`config.mk`:
```
export PLATFORM = sky130hd
export DESIGN_NAME = pipe_stage_fifo
export DESIGN_NICKNAME = d
export VERILOG_FILES = /design/src/rtl/pipe_stage_fifo.sv
export SDC_FILE = /design/constraint.sdc
export NUM_CORES = 1
export LEC_CHECK = 0
export ABC_AREA = 1
export BUFFER_PORTS_ARGS = -buffer_cell sky130_fd_sc_hd__buf_4
export CAP_MARGIN = 20
export CORE_ASPECT_RATIO = 1.25
export CORE_MARGIN = 2
export CORE_UTILIZATION = 45
export CTS_CLUSTER_DIAMETER = 100
export DETAILED_ROUTE_END_ITERATION = 10
export PLACE_DENSITY = 0.77
export SETUP_SLACK_MARGIN = 0.5
export SLEW_MARGIN = 0
export SYNTH_ARGS = -nofsm -noshare
export SYNTH_HDL_FRONTEND = slang
export SYNTH_SLANG_ARGS = --single-unit
```
`constraint.sdc`:
```
create_clock -name clk -period 5.25 [get_ports clk]
set_clock_uncertainty 0.2 [all_clocks]
set_input_delay 1.05 -clock clk [delete_from_list [all_inputs] [get_ports clk]]
set_output_delay 1.05 -clock clk [all_outputs]
set_load 0.005 [all_outputs]
```
`src/rtl/pipe_stage_fifo.sv`:
```
// Elastic inter-stage pipeline buffer: DEPTH-entry circular FIFO with valid/ready handshake and single-cycle flush.
// Define PIPE_STAGE_FIFO_BYPASS_EN to let an empty buffer pass the input straight through combinationally.
module pipe_stage_fifo #(
    parameter int WIDTH     = 32,
    parameter int DEPTH     = 2,
    parameter int AFULL_LVL = DEPTH - 1
) (
    input  logic                       clk,
    input  logic                       rst,
    input  logic                       flush_i,
    input  logic                       in_valid_i,
    output logic                       in_ready_o,
    input  logic [WIDTH-1:0]           in_data_i,
    output logic                       out_valid_o,
    input  logic                       out_ready_i,
    output logic [WIDTH-1:0]           out_data_o,
    output logic [$clog2(DEPTH+1)-1:0] count_o,
    output logic                       almost_full_o
);

    localparam int CW = $clog2(DEPTH + 1);
    localparam int PW = (DEPTH > 1) ? $clog2(DEPTH) : 1;
    localparam logic [PW-1:0] LAST = PW'(DEPTH - 1);

    logic [WIDTH-1:0] mem_q [DEPTH];
    logic [PW-1:0]    wr_ptr_q, wr_ptr_d;
    logic [PW-1:0]    rd_ptr_q, rd_ptr_d;
    logic [CW-1:0]    count_q, count_d;
    logic             has_data, bypass, push, pop;

    // Explicit wrap keeps non-power-of-two depths correct without a modulo.
    function automatic logic [PW-1:0] advance(input logic [PW-1:0] p);
        return (p == LAST) ? '0 : p + PW'(1);
    endfunction

    assign has_data = (count_q != '0);

`ifdef PIPE_STAGE_FIFO_BYPASS_EN
    assign bypass = !has_data && in_valid_i && !flush_i;
`else
    assign bypass = 1'b0;
`endif

    assign in_ready_o    = (count_q != CW'(DEPTH));
    assign push          = in_valid_i && in_ready_o && !flush_i && !(bypass && out_ready_i);
    assign pop           = has_data && out_ready_i && !flush_i;
    assign out_valid_o   = has_data || bypass;
    assign count_o       = count_q;
    assign almost_full_o = (count_q >= CW'(AFULL_LVL));

    always_comb begin
        out_data_o = '0;
        if (has_data) begin
            out_data_o = mem_q[rd_ptr_q];
        end else if (bypass) begin
            out_data_o = in_data_i;
        end
    end

    always_comb begin
        wr_ptr_d = wr_ptr_q;
        rd_ptr_d = rd_ptr_q;
        count_d  = count_q;
        if (flush_i) begin
            wr_ptr_d = '0;
            rd_ptr_d = '0;
            count_d  = '0;
        end else begin
            if (push) wr_ptr_d = advance(wr_ptr_q);
            if (pop)  rd_ptr_d = advance(rd_ptr_q);
            if (push && !pop)      count_d = count_q + CW'(1);
            else if (pop && !push) count_d = count_q - CW'(1);
        end
    end

    // Flush leaves stale payloads in mem; only reset scrubs the storage.
    always_ff @(posedge clk) begin
        if (rst) begin
            wr_ptr_q <= '0;
            rd_ptr_q <= '0;
            count_q  <= '0;
            for (int i = 0; i < DEPTH; i++) begin
                mem_q[i] <= '0;
            end
        end else begin
            wr_ptr_q <= wr_ptr_d;
            rd_ptr_q <= rd_ptr_d;
            count_q  <= count_d;
            if (push) begin
                mem_q[wr_ptr_q] <= in_data_i;
            end
        end
    end

endmodule

```
==> results.sh <==
export IMPL_synth_ff_type="edfxtp_1"
export IMPL_fin_setup_tns_ns=0
export IMPL_viasPerCell=4.754
export IMPL_cts_buffers=9
export IMPL_via_count=2301
export IMPL_final_nets=430
export IMPL_cts_tree="yes"
export IMPL_synth_seq_cells=69
export IMPL_finalInstanceArea_sq_um=3934
export IMPL_hold_violations=0
export IMPL_die_area_sq_um=7703
export IMPL_io_buffers=73
export IMPL_crit_top_cell="nor2_1"
export IMPL_rsz0062_at_grt="no"
export IMPL_utilization=0.5708
export IMPL_antenna_found_initial=0
export IMPL_drc=0
export IMPL_grt_overflow_total=0
export IMPL_synth_area_leaders="edfxtp_1, nor2_1, o21ai_0"
export IMPL_dp_hpwl_um=4057
export IMPL_path_cells="inv_1, buf_16, nor2_1, nor2_1, buf_4"
export IMPL_place_inst=467
export IMPL_post_cts_buffers=0
export IMPL_crit_slowest_cell="dfxtp_1"
export IMPL_layout_common_cells="nor2_1, buf_4, edfxtp_1, inv_1, o21ai_0"
export IMPL_core_area_sq_um=6892
export IMPL_max_slew_margin=0.3627
export IMPL_gp_congestion=0.7301
export IMPL_grt_pass1_vias=2267
export IMPL_critPathBufInv=3
export IMPL_cts_resized=0
export IMPL_diodes=0
export IMPL_worst_pin_slew_ns=0.9546
export IMPL_async_flop_share=0
export IMPL_ant_nets=0
export IMPL_netlist_top_cell_by_area="edfxtp_1"
export IMPL_dpl_cell_area_sq_um=3725
export IMPL_grt_use_met1=0.1985
export IMPL_leakagePower_nw=1.876
export IMPL_crit_type="reg -> out"
export IMPL_drt_initial_drc_count=257
export IMPL_synthCells=317
export IMPL_yosysTopAreaCellShare=0.6090
export IMPL_p_per_area_nw_per_um2=290.0
export IMPL_cts_sinks=69
export IMPL_ir_drop_mv=0.1730
export IMPL_crit_path_start_kind="flop"
export IMPL_worstPathArrival_ns=2.25
export IMPL_grt_pass1_wl_um=10060
export IMPL_synth_edf_count=64
export IMPL_syn_area_per_cell_sq_um=9.954
export IMPL_clock_path_buffers=2
export IMPL_period_needed_ns=3.504
export IMPL_hold_class="reg -> reg"
export IMPL_areaGrowthSynthToFinish_pct=24.66
export IMPL_die_h_um=97.63
export IMPL_max_cap_violations=0
export IMPL_cp_slowest_stage_delay_ns=0.94
export IMPL_gr_usage_met3=0.03346
export IMPL_synth_warnings=0
export IMPL_critPathMaxFanout=33
export IMPL_drtPass1Iterations=4
export IMPL_track_usage=0.1712
export IMPL_layout_cells_non_filler=484
export IMPL_status="complete, no violations"
export IMPL_fmax_mhz=285.4
export IMPL_initial_core_util=0.4579
export IMPL_synth_cell_type_count=19
export IMPL_die_w_um=78.90
export IMPL_drt_total_wl_um=6329
export IMPL_clk_latency_ns=0.33
export IMPL_cp_required_ns=4.00
export IMPL_final_max_slew_viol_count=0
export IMPL_cts_hold_buffers_added=0
export IMPL_cts_root_buf="clkbuf_8"
export IMPL_seq_area_frac_synth=0.6408
export IMPL_htree_num_levels=3
export IMPL_synth_area_sq_um=3156
export IMPL_worstSetupEndpointType="primary output"
export IMPL_ios=74
export IMPL_drive_gt1_frac=0.2538
export IMPL_clkTransAtPathRegs_ns=0.06
export IMPL_fin_crit_sh=0.6674
export IMPL_avgRoutedWirePerCell_um=13.08
export IMPL_grt_util_met2=0.2939
export IMPL_min_from="rd_ptr_q"
export IMPL_setup_violations=0
export IMPL_grt_busiest_layer="met2"
export IMPL_core_rowCount=34
export IMPL_grt_max_degree=34
export IMPL_cp_top_family="flip-flops"
export IMPL_final_common_cell="nor2_1"
export IMPL_r2r_start="count_o[0]"
export IMPL_syn_num_nets=358
export IMPL_power_mw=1.141
## power breakdown
| part | internal (mW) | switching [mW] | leakage (nW) |
|---|---|---|---|
| Combinational | 0.0465 | 0.0585 | 1.08 |
| Sequential | 0.629 | 0.00793 | 0.706 |
| Clock | 0.214 | 0.185 | 0.0888 |
| Total | 0.889 | 0.252 | 1.88 |
## layout make-up
type / instances / area (sq um)
fillers: 610 / 2958
repair buffers: 76 / 590.6
multi-input cells: 190 / 865.8
inverters: 43 / 161.4
flip-flops and latches: 69 / 2022
clock inverters: 6 / 53.80
well taps: 90 / 112.6
clock buffers: 10 / 127.6
## metrics by stage
step / setup slack, ns / hold WS (ns)
6_report: 1.746 / 0.3028
3_3_place_gp: 1.841 / 0.2795
2_1_floorplan: 2.428 / 0.2645
5_1_grt: 1.563 / 0.3235
3_5_place_dp: 1.787 / 0.2850
4_1_cts: 1.381 / 0.3063
## worst paths after layout
path,to,slack [ns],cells after the start
max,out_data_o[10],1.75,5
min,flop,0.30,2
min reg2reg,flop,0.30,2
max reg2reg,mem_q[0][0],2.42,6
## cell usage after synthesis, types with 2 or more instances
cell type	count
nor2_4	2
buf_2	4
o21ai_0	33
edfxtp_1	64
dfxtp_1	5
nand2_1	10
buf_6	6
clkbuf_1	5
nor2_1	125
nor2_2	8
inv_1	43
a21oi_1	2
ha_1	4
## sequential cells by signal, indices dropped and copies added, names as in the netlist, named ones only
signal and count:
mem_q 64, count_o 2, rd_ptr_q 1, wr_ptr_q 1
## per-layer routing
layer | routed length, um | up-vias | share of wire
met5 | 0 | - | 0
met4 | 157 | 0 | 0.025
met3 | 282 | 11 | 0.045
met2 | 3317 | 59 | 0.52
met1 | 2572 | 1078 | 0.41
li1 | - | 1153 | -
## tightest hold or removal path, stage by stage (launching register included)
cell     delay, ns
dfxtp_1       0.33
a21oi_1       0.06
nor2_1        0.08
## cell families (layout without fill, tap and decap cells)
| kind of cell | Yosys count | count (layout) | synth area share |
|---|---|---|---|
| adders and majority gates | 4 | 4 | 0.01586 |
| buffers and inverters | 58 | 135 | 0.08485 |
| DFF | 69 | 69 | 0.6408 |
| AOI/OAI and AO/OA | 35 | 35 | 0.05551 |
| and+or+nand+nor | 151 | 151 | 0.2030 |
No activity file was read; power rests on OpenSTA's default activity.
